--- src/rtl/vga_timing.sv ---
// vga_timing: free-running VGA raster counters, sync/blank decode and registered DAC output stage.
// Sync and blank are delayed to match the colour mux latency so every pin changes on the same pixel.
module vga_timing #(
    parameter int unsigned CLK_DIV   = 2,
    parameter int unsigned H_VISIBLE = 640,
    parameter int unsigned H_FRONT   = 16,
    parameter int unsigned H_SYNC    = 96,
    parameter int unsigned H_BACK    = 48,
    parameter int unsigned V_VISIBLE = 480,
    parameter int unsigned V_FRONT   = 10,
    parameter int unsigned V_SYNC    = 2,
    parameter int unsigned V_BACK    = 33,
    parameter int unsigned PIPE_DLY  = 1
) (
    input  logic        clk,
    input  logic        rst,
    input  logic [31:0] dato,
    output logic [9:0]  pixelX,
    output logic [9:0]  pixelY,
    output logic        pixel_tick,
    output logic        frame_start,
    output logic [7:0]  vga_r,
    output logic [7:0]  vga_g,
    output logic [7:0]  vga_b,
    output logic        vga_hs,
    output logic        vga_vs,
    output logic        vga_blank_n,
    output logic        vga_sync_n,
    output logic        vga_clk
);

    localparam int unsigned CNT_W   = 10;
    localparam int unsigned DIV_W   = (CLK_DIV > 1) ? $clog2(CLK_DIV) : 1;
    localparam int unsigned H_TOTAL = H_VISIBLE + H_FRONT + H_SYNC + H_BACK;
    localparam int unsigned V_TOTAL = V_VISIBLE + V_FRONT + V_SYNC + V_BACK;

    localparam logic [DIV_W-1:0] DIV_LAST = DIV_W'(CLK_DIV - 1);
    localparam logic [DIV_W-1:0] DIV_HALF = DIV_W'(CLK_DIV / 2);

    localparam logic [CNT_W-1:0] H_LAST   = CNT_W'(H_TOTAL - 1);
    localparam logic [CNT_W-1:0] V_LAST   = CNT_W'(V_TOTAL - 1);
    localparam logic [CNT_W-1:0] H_VIS    = CNT_W'(H_VISIBLE);
    localparam logic [CNT_W-1:0] V_VIS    = CNT_W'(V_VISIBLE);
    localparam logic [CNT_W-1:0] HS_START = CNT_W'(H_VISIBLE + H_FRONT);
    localparam logic [CNT_W-1:0] HS_END   = CNT_W'(H_VISIBLE + H_FRONT + H_SYNC);
    localparam logic [CNT_W-1:0] VS_START = CNT_W'(V_VISIBLE + V_FRONT);
    localparam logic [CNT_W-1:0] VS_END   = CNT_W'(V_VISIBLE + V_FRONT + V_SYNC);

    // {hs, vs, vis} while idle: syncs deasserted, outside the visible area
    localparam logic [2:0] SYNC_IDLE = 3'b110;

    logic [DIV_W-1:0] div_cnt_q, div_cnt_d;
    logic [CNT_W-1:0] h_cnt_q, h_cnt_d;
    logic [CNT_W-1:0] v_cnt_q, v_cnt_d;
    logic             pixel_tick_q, pixel_tick_d;
    logic             frame_start_q, frame_start_d;
    logic             vga_clk_q, vga_clk_d;

    logic [23:0]      rgb_q, rgb_d;
    logic             hs_q, hs_d;
    logic             vs_q, vs_d;
    logic             blank_n_q, blank_n_d;

    logic [2:0]       sync_raw;
    logic [2:0]       sync_tap;
    logic             unused_dato_hi;

    assign unused_dato_hi = ^dato[31:24];

    // Pixel divider and raster counters; counters advance on the last clk of each pixel
    always_comb begin
        div_cnt_d     = div_cnt_q;
        h_cnt_d       = h_cnt_q;
        v_cnt_d       = v_cnt_q;
        frame_start_d = 1'b0;

        if (div_cnt_q == DIV_LAST) begin
            div_cnt_d = '0;
        end else begin
            div_cnt_d = div_cnt_q + DIV_W'(1);
        end

        if (pixel_tick_q) begin
            if (h_cnt_q == H_LAST) begin
                h_cnt_d = '0;
                if (v_cnt_q == V_LAST) begin
                    v_cnt_d       = '0;
                    frame_start_d = 1'b1;
                end else begin
                    v_cnt_d = v_cnt_q + CNT_W'(1);
                end
            end else begin
                h_cnt_d = h_cnt_q + CNT_W'(1);
            end
        end

        pixel_tick_d = (div_cnt_d == DIV_LAST);
        vga_clk_d    = (CLK_DIV > 1) ? (div_cnt_d < DIV_HALF) : 1'b1;
    end

    always_ff @(posedge clk) begin
        if (rst) begin
            div_cnt_q     <= '0;
            h_cnt_q       <= '0;
            v_cnt_q       <= '0;
            pixel_tick_q  <= 1'b0;
            frame_start_q <= 1'b0;
            vga_clk_q     <= 1'b1;
        end else begin
            div_cnt_q     <= div_cnt_d;
            h_cnt_q       <= h_cnt_d;
            v_cnt_q       <= v_cnt_d;
            pixel_tick_q  <= pixel_tick_d;
            frame_start_q <= frame_start_d;
            vga_clk_q     <= vga_clk_d;
        end
    end

    // Undelayed decode of the current raster position
    always_comb begin
        sync_raw[2] = !((h_cnt_q >= HS_START) && (h_cnt_q < HS_END));
        sync_raw[1] = !((v_cnt_q >= VS_START) && (v_cnt_q < VS_END));
        sync_raw[0] = (h_cnt_q < H_VIS) && (v_cnt_q < V_VIS);
    end

    // Delay line matching the colour mux latency
    generate
        if (PIPE_DLY == 0) begin : g_no_dly
            assign sync_tap = sync_raw;
        end else begin : g_dly
            logic [2:0] dly_q [PIPE_DLY];
            logic [2:0] dly_d [PIPE_DLY];

            always_comb begin
                dly_d[0] = sync_raw;
                for (int i = 1; i < int'(PIPE_DLY); i++) begin
                    dly_d[i] = dly_q[i-1];
                end
            end

            always_ff @(posedge clk) begin
                if (rst) begin
                    for (int i = 0; i < int'(PIPE_DLY); i++) begin
                        dly_q[i] <= SYNC_IDLE;
                    end
                end else begin
                    for (int i = 0; i < int'(PIPE_DLY); i++) begin
                        dly_q[i] <= dly_d[i];
                    end
                end
            end

            assign sync_tap = dly_q[PIPE_DLY-1];
        end
    endgenerate

    // Output stage: colour is blanked with the delayed visible flag
    always_comb begin
        hs_d      = sync_tap[2];
        vs_d      = sync_tap[1];
        blank_n_d = sync_tap[0];
        rgb_d     = sync_tap[0] ? dato[23:0] : 24'h0;
    end

    always_ff @(posedge clk) begin
        if (rst) begin
            rgb_q     <= 24'h0;
            hs_q      <= 1'b1;
            vs_q      <= 1'b1;
            blank_n_q <= 1'b0;
        end else begin
            rgb_q     <= rgb_d;
            hs_q      <= hs_d;
            vs_q      <= vs_d;
            blank_n_q <= blank_n_d;
        end
    end

    assign pixelX      = h_cnt_q;
    assign pixelY      = v_cnt_q;
    assign pixel_tick  = pixel_tick_q;
    assign frame_start = frame_start_q;
    assign vga_r       = rgb_q[23:16];
    assign vga_g       = rgb_q[15:8];
    assign vga_b       = rgb_q[7:0];
    assign vga_hs      = hs_q;
    assign vga_vs      = vs_q;
    assign vga_blank_n = blank_n_q;
    assign vga_sync_n  = 1'b0;
    assign vga_clk     = vga_clk_q;

endmodule
--- config.mk ---
export PLATFORM = sky130hd
export DESIGN_NAME = vga_timing
export DESIGN_NICKNAME = d
export VERILOG_FILES = /design/src/rtl/vga_timing.sv
export SDC_FILE = /design/constraint.sdc
export NUM_CORES = 1
export LEC_CHECK = 0
export ABC_CLOCK_PERIOD_IN_PS = 2600
export CORE_UTILIZATION = 41
export DETAILED_ROUTE_END_ITERATION = 10
export PLACE_DENSITY = 0.79
export SETUP_SLACK_MARGIN = 0.5
export SLEW_MARGIN = 10
export SYNTH_ARGS = -nofsm -noshare
export SYNTH_HDL_FRONTEND = slang
export SYNTH_SLANG_ARGS = --single-unit
--- constraint.sdc ---
create_clock -name clk -period 2.6 [get_ports clk]
set_input_delay 0.52 -clock clk [delete_from_list [all_inputs] [get_ports clk]]
set_output_delay 0.52 -clock clk [all_outputs]
set_load 0.05 [all_outputs]
==> impl_results.md, run 1 <==
- Tmin final: ~2.1 ns
- R2R Setup Slk: 0.55 ns
- Die X: just over 70 um
- Worst slew pin tran: 0.667 ns
- Starting DRT DRC Count: 86
- Seq pwr share: 0.567
- Number of H-tree levels: 2
- Num Clock Sinks: between 50 and 60
- Syn_nets: between 200 and 250
- Synth area leader: dfxtp_1
- Hold Worst Slack: roughly 0.42 ns
- CP Capture Type: output port
- Routed Antenna Nets: 0
- Clk_skew: about 0.0087 ns
- Dpl hpwl: around 2.9 mm
- Slew Limit Fails: 0
- Seq cells post-synth: 53
- CP Class: reg2out
- Unrepaired setup endpoints after global routing: no
- Fin crit share: 0.793
- Die area: a little under 0.005 mm2
- Power Total: 1.48 mW
- Routed len/inst: about 13 um
- Slowest Stage Delay on Critical Path: 0.83 ns
- Via density: around 4.9
- Synth cell types: 30
- Total number of vias: 1,592
- Inserted Clock Buffers: 5
- Number of flops mapped to enable cells by yosys: 0
- Ratio of cells with drive above 1 in the final layout: 0.0993
- # hold bufs at CTS: 0
- Critical Path RT: around 2.1 ns
- CP cell instances: clkdlybuf4s50_1
- Port bufs: 75
- Gate count after technology mapping: 194
- Setup violators final: 0
- Final setup TNS: 0 ns
- Vias in the first global route: between 1,000 and 1,500
- CTS root buffer: clkbuf_8
- Largest net degree at the start of global routing: 26
- Static leakage: ~1.1 nW
- Status: finished with violations
- Core area: 0.00444 mm2
- Dpl cell area: approximately 0.0027 mm2
- Clk pin slew, worst setup/hold paths: roughly 0.09 ns
- Fmax: between 400 and 500 MHz
- Layer with the highest usage: met2
- Gr ovfl total: 0
- Crit path DAT: 1.54 ns
- CP top delay family: buffers and inverters
- Switch Pwr: ~360 uW
- Cell Int Power: between 1 and 1.5 mW
- Final core utilization: 0.637
- Total Wirelength: approximately 4.1 mm
- CTS Buffer Depth: 2
- Clock share of power: 0.310
- CP Buf/Inv Count: 1
- Worst rel slew slack: 0.551
- Number of I/O pins: 85
- Final hold vios: 0
- Post-Syn Area per Cell: a little under 10 um2
- Starting density of the core: 0.433
- Final net count: 311
- Sequential-to-total area share from yosys stat: 0.551
- Main synth FF type: dfxtp_1
- CP Launch Type: register
- Row cnt: 24
- Gpl congestion: between 0.7 and 0.8
- Failing checks: DRC
- Met1 GRT Util: 0.215
- Min-delay worst type: reg2reg
- GRT met2 Usage: 0.263
- Later-pin clock latency in the skew report: ~0.30 ns
- Global Route Usage Sum: 0.168
- Crit-path slowest cell: clkdlybuf4s50_1
- CTS tree: done
- Power Density: roughly 520 mW/mm2
- Synth warnings: 0
- Synth top area share: 0.551
- Peak supply drop: slightly below 200 uV
- Die Y: slightly above 70 um
- Initial antenna violation count: 0
- Global-route wire length before repair: between 6 and 7 mm
- CTS resizes: 9
- Area growth from synthesis to layout: 47.1%
- Asr flop ratio synth: 0
- Netlist Area Pre-Place: approximately 0.0019 mm2
- DRC: 26
- Max Cap Viol: 0
- Crit path max fanout: 8
- Post-route cell area: about 0.0028 mm2
- Sw frac: 0.244
- Logic gate share of total power: 0.123
- Post-CTS Setup Bufs: 0
- N_diodes: 0
- Top post-synthesis cells by area: dfxtp_1 55%, and2_1 7.8%, xnor2_1 4.1%
- Met3 Resource Use GR: 0.0577
- DRT Pass-1 Iters: 7
==> kinds of logic after synthesis <==
| logic type | synth area share |
|---|---|
| AOI/OAI and AO/OA | 0.0273 |
| buffers and inverters | 0.0332 |
| DFF | 0.551 |
| xor gates and xnor gates | 0.0637 |
| other | 0.00195 |
| adders and majority gates | 0.0325 |
| and+or+nand+nor | 0.285 |
| muxes | 0.00520 |
==> cells in the mapped netlist, types with 2 or more instances <==
master,n
nor4_1,5
xor2_1,5
nand3_1,10
inv_1,7
or3_1,6
nor4bb_1,2
nand2b_1,2
xnor2_1,9
dfxtp_1,53
nand4_1,8
nand2_1,8
and2_1,24
nor3_1,11
o21ai_0,3
ha_1,5
a21oi_1,6
or2_2,3
nor2_1,11
clkbuf_1,5
==> state kept, by name (all words and copies together) (netlist names) <==
register / flops
frame_start: 1
g_dly.dly_q: 3
pixelX: 10
pixelY: 10
pixel_tick: 1
rgb_q: 24
vga_blank_n: 1
vga_clk: 1
vga_hs: 1
vga_vs: 1
==> layout by cell type (no fill, tap or decap), types with 2 or more instances in the layout <==
master,Yosys,routed
a21oi_1,6,6
and2_1,24,24
buf_4,1,3
clkbuf_8,0,6
clkdlybuf4s50_1,0,62
dfxtp_1,53,44
dfxtp_2,0,9
dlygate4sd2_1,0,9
dlymetal6s2s_1,0,4
ha_1,5,5
inv_1,7,7
nand2_1,8,8
nand2b_1,2,2
nand3_1,10,10
nand4_1,8,8
nor2_1,11,11
nor3_1,11,11
nor4_1,5,5
nor4bb_1,2,2
o21ai_0,3,3
or2_2,3,3
or3_1,6,6
xnor2_1,9,9
xor2_1,5,5
==> cell type report <==
type,count,area (um2)
Timing Repair Buffer,78,772
Clock inverter,1,7.51
Fill cell,386,1610
Inverter,7,26.3
Sequential cell,53,1070
Multi-Input combinational cell,127,806
Clock buffer,6,82.6
Tap cell,52,65.1
==> stage by stage <==
| stage | worst slack [ns] | instances |
|---|---|---|
| after floorplan | 0.515 | 194 |
| after global placement | 0.345 | 317 |
| after detailed placement | 0.341 | 317 |
| after CTS | 0.500 | 324 |
| after global routing | 0.508 | 324 |
| final | 0.538 | 324 |
==> per-layer routing <==
layer	vias up	wire (um)
met5	-	0
met4	0	51
li1	803	-
met3	6	418
met1	716	1920
met2	67	1720
==> power by group through the flow <==
stage	registers (mW)	logic, mW	clock network, mW
5_1_grt	0.845	0.192	0.503
4_1_cts	0.842	0.183	0.476
3_3_place_gp	0.861	0.182	0
2_1_floorplan	0.931	0.0314	0
3_5_place_dp	0.861	0.182	0
6_report	0.842	0.183	0.460
==> final timing paths <==
kind,startpoint,cells past startpoint,to
hold reg to reg,g_dly.dly_q[0][2],1,vga_hs
hold / removal,g_dly.dly_q[0][2],1,vga_hs
setup / recovery,pixelX[5],1,pixelX[5]
setup reg to reg,pixelX[5],4,pixelY[9]
(Power assumes the default switching activity.)
==> inputs of run 2 (changes only) <==
--- a/config.mk
+++ b/config.mk
@@ -5,7 +5,7 @@
 export SDC_FILE = /design/constraint.sdc
 export NUM_CORES = 1
 export LEC_CHECK = 0
-export ABC_CLOCK_PERIOD_IN_PS = 2600
+export ABC_CLOCK_PERIOD_IN_PS = 2100
 export CORE_UTILIZATION = 41
 export DETAILED_ROUTE_END_ITERATION = 10
 export PLACE_DENSITY = 0.79
==> constraint.sdc (replaced) <==
create_clock -name clk -period 2.1 [get_ports clk]
set_input_delay 0.42 -clock clk [delete_from_list [all_inputs] [get_ports clk]]
set_output_delay 0.42 -clock clk [all_outputs]
set_load 0.05 [all_outputs]
==> impl_results.md, run 2 (synthesis results as in run 1) <==
- Clock share of power: 0.330 (+0.020)
- Ratio of cells with drive above 1 in the final layout: 0.264 (+0.165)
- Failing checks: DRC
- Crit-path slowest cell: or4_4
- Global-route wire length before repair: 7.04 mm (+7.4%)
- Worst slew pin tran: 0.516 ns (-0.151 ns)
- Vias in the first global route: 1,471 (+7.5%)
- CP Class: reg2reg
- CTS tree: done
- DRT Pass-1 Iters: 7 (unchanged)
- Final net count: 322 (+3.5%)
- Slowest Stage Delay on Critical Path: 0.46 ns (-0.37 ns)
- Min-delay worst type: reg2reg
- Fin crit share: 0.822
- Final core utilization: 0.677 (+0.0400)
- Die area: 0.00497 mm2 (unchanged)
- Number of flip-flops in the largest register: 24 (unchanged)
- Critical Path RT: 2.34 ns (+0.26 ns)
- Later-pin clock latency in the skew report: 0.30 ns (about the same)
- Starting density of the core: 0.433 (unchanged)
- Slew Limit Fails: 0 (unchanged)
- Most common cell after layout, fill and taps aside: dfxtp_1
- Dpl hpwl: 2.95 mm (+3.0%)
- Gr ovfl total: 0 (unchanged)
- # hold bufs at CTS: 0 (unchanged)
- Final hold vios: 0 (unchanged)
- Routed Antenna Nets: 0 (unchanged)
- N_diodes: 0 (unchanged)
- Dpl ws: 0.0748 ns (-0.267 ns)
- Global Route Usage Sum: 0.183 (+0.0149)
- Port bufs: 75 (unchanged)
- Max Cap Viol: 0 (unchanged)
- CTS root buffer: clkbuf_8
- Fmax: between 500 and 600 MHz
- Crit path max fanout: 5 (-3)
- R2R cell count: 4 (unchanged)
- CP Launch Type: register
- Area growth from synthesis to layout: 56.4%
- Final setup TNS: 0 ns (unchanged)
- DRC: 26 (unchanged)
- Crit path DAT: 1.97 ns (+0.43 ns)
- Cell Int Power: 1.41 mW (+26%)
- Die X: 70.5 um (unchanged)
- Clk_skew: 0.00564 ns (-0.00305 ns)
- Peak supply drop: 296 uV (+49%)
- Worst rel slew slack: 0.657 (+0.106)
- Tmin final: ~1.7 ns
- Biggest register: rgb_q
- Inserted Clock Buffers: 5 (unchanged)
- Worst reg2reg startpoint: pixelX[5]
- Switch Pwr: 453 uW (+25%)
- CP cell instances: or3_4 > or4_4 > or3_4 > a21oi_2
- Seq pwr share: 0.554 (-0.013)
- Routed len/inst: 13.1 um (+2.8%)
- Core area: 0.00444 mm2 (unchanged)
- Sw frac: 0.242 (-0.00141)
- Starting DRT DRC Count: 71 (-17%)
- Cell depth of the worst hold path: 1 (unchanged)
- Fillers: 355 (-8.0%)
- Final WS setup: 0.375 ns (-0.164 ns)
- Hold path startpoint: g_dly.dly_q[0][1]
- Setup violators final: 0 (unchanged)
- Power Density: 620 mW/mm2 (+18%)
- Total number of vias: 1,664 (+4.5%)
- Total Wirelength: 4.39 mm (+6.6%)
- Die Y: 70.5 um (unchanged)
- CP Capture Type: register
- Logic gate share of total power: 0.116 (-0.007)
- Crit path launch: pixelX[5]
- CP most frequent cell: or3_4
- Num Clock Sinks: 53 (unchanged)
- Via density: 4.95 (+0.79%)
- Number of H-tree levels: 2 (unchanged)
- CTS Buffer Depth: 2 (unchanged)
- Number of I/O pins: 85 (unchanged)
- Unrepaired setup endpoints after global routing: yes
- Row cnt: 24 (unchanged)
- Initial antenna violation count: 0 (unchanged)
- Highest-count cells in the layout ignoring fill and taps: 37 x dfxtp_1, 24 x and2_1, 24 x clkdlybuf4s50_1, 24 x dlygate4sd2_1, 16 x clkdlybuf4s15_2
- Clk pin slew, worst setup/hold paths: 0.09 ns (about the same)
- Static leakage: 1.20 nW (+6.7%)
- Status: finished with violations
- Gpl congestion: 0.766 (-1.7%)
- Largest net degree at the start of global routing: 26 (unchanged)
==> run 2: path summary, 6_finish.rpt <==
kind               endpoint  slack (ns)
setup / recovery  pixelY[9]        0.37
hold / removal       vga_vs        0.42
setup reg to reg  pixelY[9]        0.37
hold reg to reg      vga_vs        0.42
==> run 2: what timing repair did <==
| item | in CTS | in global routing |
|---|---|---|
| endpoints found under the hold margin | 0 | 0 |
| endpoints found under the setup margin | 62 | 23 |
| pin swaps | 4 | 8 |
| setup buffers | 5 | 4 |
| gates resized for setup | 96 | 26 |
==> run 2: power by group through the flow <==
stage          Combinational [mW]  Sequential [mW]  Clock [mW]
2_1_floorplan              0.0405             1.14           0
3_3_place_gp                0.225             1.06           0
3_5_place_dp                0.226             1.06           0
4_1_cts                     0.211             1.03       0.633
5_1_grt                     0.228             1.04       0.673
6_report                    0.217             1.03       0.616
==> run 2: layer usage <==
layer	track usage	vias up	routed length, um	share of wire
li1	-	827	-	-
met1	0.229	755	1970	0.45
met2	0.294	75	1970	0.45
met3	0.0577	7	376	0.086
met4	0.0703	0	72	0.016
met5	0	-	0	0
==> run 2: critical path: cells and delay by family (launching register included) <==
kind	cells	cell delay, ns
compound gates	1	0.11
simple gates	3	1.21
flops	1	0.35
==> run 2: metrics by stage <==
| stage | hold slack [ns] | total power [mW] | instance area, um2 | std cells |
|---|---|---|---|---|
| 2_1_floorplan | 0.389 | 1.18 | 1980 | 194 |
| 3_3_place_gp | 0.395 | 1.28 | 2790 | 319 |
| 3_5_place_dp | 0.400 | 1.28 | 2790 | 319 |
| 4_1_cts | 0.420 | 1.88 | 2950 | 332 |
| 5_1_grt | 0.437 | 1.94 | 3010 | 336 |
| 6_report | 0.416 | 1.87 | 3010 | 336 |
==> run 2: layout make-up <==
class	instances	area (um2)	share of cell area
multi-input combinational	127	875	0.291
sequential	53	1100	0.367
inverter	7	26.3	0.00873
tap	52	65.1	0.0216
clock inverter	1	5.00	0.00166
timing repair buffer	89	837	0.278
clock buffer	7	97.6	0.0324
==> inputs of run 3 (changes only) <==
--- a/config.mk
+++ b/config.mk
@@ -5,10 +5,10 @@
 export SDC_FILE = /design/constraint.sdc
 export NUM_CORES = 1
 export LEC_CHECK = 0
-export ABC_CLOCK_PERIOD_IN_PS = 2100
-export CORE_UTILIZATION = 41
+export ABC_CLOCK_PERIOD_IN_PS = 1420
+export CORE_UTILIZATION = 37
 export DETAILED_ROUTE_END_ITERATION = 10
-export PLACE_DENSITY = 0.79
+export PLACE_DENSITY = 0.75
 export SETUP_SLACK_MARGIN = 0.5
 export SLEW_MARGIN = 10
 export SYNTH_ARGS = -nofsm -noshare
==> constraint.sdc (replaced) <==
create_clock -name clk -period 1.42 [get_ports clk]
set_input_delay 0.284 -clock clk [delete_from_list [all_inputs] [get_ports clk]]
set_output_delay 0.284 -clock clk [all_outputs]
set_load 0.05 [all_outputs]
==> impl_results.md, run 3 (synthesis results as in run 1) <==
- Status: finished with violations
- Failing checks: setup timing
- Slew Limit Fails: 0 (unchanged)
- Setup violators final: 17 (+17)
- Power Density: 713 mW/mm2 (+15%)
- Crit path DAT: 1.98 ns (about the same)
- Largest net degree at the start of global routing: 26 (unchanged)
- Global Route Usage Sum: 0.220 (+0.0369)
- Dpl hpwl: 3.91 mm (+32%)
- Tmin final: 1.74 ns (+0.0131 ns)
- CP Capture Type: register
- Critical R2R Capture: pixelY[7]
- Die X: 74.1 um (+5.1%)
- Crit path max fanout: 5 (unchanged)
- Fmax: 575 MHz (-0.76%)
- Via density: 5.02 (+1.4%)
- Final hold vios: 0 (unchanged)
- N_diodes: 0 (unchanged)
- Peak supply drop: 554 uV (+87%)
- R2R cell count: 4 (unchanged)
- Gpl congestion: 0.811 (+5.9%)
- Vias in the first global route: 1,889 (+28%)
- DRT Pass-1 Iters: 4 (-3)
- Gr ovfl total: 0 (unchanged)
- R2R Setup Slk: -0.32 ns (-0.69 ns)
- Later-pin clock latency in the skew report: 0.30 ns (about the same)
- CP Launch Type: register
- Core area: 0.00485 mm2 (+9.1%)
- Hold Path Sink: pixelY[8]
- DRC: 0 (-100%)
- Power Total: 2.98 mW (+60%)
- Area growth from synthesis to layout: 117%
- Sequential Area: 0.00116 mm2 (+4.8%)
- Unrepaired setup endpoints after global routing: yes
- Fin crit share: 1.22 (+0.403)
- Num Clock Sinks: 53 (unchanged)
- Max Cap Viol: 0 (unchanged)
- Number of flip-flops in the largest register: 24 (unchanged)
- Hold path startpoint: rst
- Fillers: 214 (-40%)
- Clk_skew: 0.00478 ns (-0.000861 ns)
- Most common cell after layout, fill and taps aside: buf_12
- Number of I/O pins: 85 (unchanged)
- Worst reg2reg startpoint: pixelX[6]
- Ratio of cells with drive above 1 in the final layout: 0.643 (+0.379)
- Total Wirelength: 6.55 mm (+49%)
- Clk pin slew, worst setup/hold paths: 0.09 ns (about the same)
- Row cnt: 25 (+4.2%)
- Biggest register: rgb_q
- Routed Antenna Nets: 0 (unchanged)
- Multi-input logic area: 990 um2 (+13%)
- Final net count: 361 (+12%)
- Starting density of the core: 0.397 (-0.0361)
- Dpl ws: -0.555 ns (-0.630 ns)
- Port bufs: 75 (unchanged)
- Routed len/inst: 16.8 um (+29%)
- CTS tree: done
- Die Y: 74.1 um (+5.1%)
- Cell depth of the worst hold path: 3 (+2)
- Die area: 0.00549 mm2 (+10%)
- CTS root buffer: clkbuf_8
- Global-route wire length before repair: 8.90 mm (+26%)
- Starting DRT DRC Count: 81 (+14%)
- Critical Path RT: 1.66 ns (-0.68 ns)
- Highest-count cells in the layout ignoring fill and taps: 52 x buf_12, 37 x dfxtp_2, 27 x buf_6
- Number of H-tree levels: 2 (unchanged)
- Initial antenna violation count: 0 (unchanged)
- Inserted Clock Buffers: 5 (unchanged)
- Final WS setup: -0.318 ns (-0.693 ns)
- CTS Buffer Depth: 2 (unchanged)
- Total number of vias: 1,953 (+17%)
- Min-delay worst type: in2reg
- CP Class: reg2reg
- Static leakage: 1.63 nW (+36%)
[run 3: changes by cell type in the layout (fill, tap and decap cells not counted), sizes merged]
cell           before  now
clkdlybuf4s15      23    0
buf                18  100
clkbuf              7   10
dlygate4sd2        24    0
[run 3: per-stage QoR]
stage	area [um2]	cells	utilization	hold WS (ns)	TNS [ns]
2_1_floorplan	2020	194	-	0.389	-3.59
3_5_place_dp	3580	364	0.738	0.400	-7.49
3_3_place_gp	3580	364	0.738	0.396	-5.74
4_1_cts	3940	380	0.812	0.422	-3.19
5_1_grt	4180	389	0.862	0.421	-4.53
6_report	4180	389	0.862	0.432	-3.74
[run 3: layout make-up]
class                           instances  area share
Clock inverter                          1     0.00120
Tap cell                               67      0.0201
Clock buffer                            6      0.0225
Multi-Input combinational cell        127       0.237
Sequential cell                        53       0.277
Timing Repair Buffer                  128       0.436
Inverter                                7     0.00629
[run 3: layer usage]
layer,track usage,wire length (um)
met2,0.393,3270
met3,0.0556,484
met4,0.100,273
met1,0.245,2520
met5,0,0
[run 3: power breakdown]
group,total (mW),switching [mW],internal [mW],leakage (nW)
Combinational,0.509,0.226,0.283,1.13
Sequential,1.54,0.0322,1.51,0.455
Clock,0.929,0.486,0.443,0.0522
Total,2.98,0.745,2.24,1.63
[run 3: worst max-delay path by stage]
| stage | from | endpoint | slack [ns] | cells after the start |
|---|---|---|---|---|
| after floorplan | pixelX[6] | pixelY[7] | -0.42 | 5 |
| after CTS | pixelX[6] | pixelY[9] | -0.31 | 4 |
| after global routing | pixelX[6] | pixelY[6] | -0.37 | 5 |
| after global placement | rst | g_dly.dly_q[0][1] | -0.47 | 3 |
| after detailed placement | rst | g_dly.dly_q[0][1] | -0.55 | 3 |
| final | pixelX[6] | pixelY[7] | -0.32 | 4 |
[run 3: timing repair]
action                     in CTS  in global routing
hold buffers                    0                  0
gates cloned                    0                  3
gates resized for setup        71                 37
setup endpoints to repair     103                 86
setup buffers                   9                  6
pin swaps                      14                 22
[run 3: worst max-delay path, stage by stage, from the launching register on]
cell and delay, ns:
dfxtp_4 0.35, or3_4 0.40, or4_4 0.46, or3_1 0.35, a21oi_2 0.12
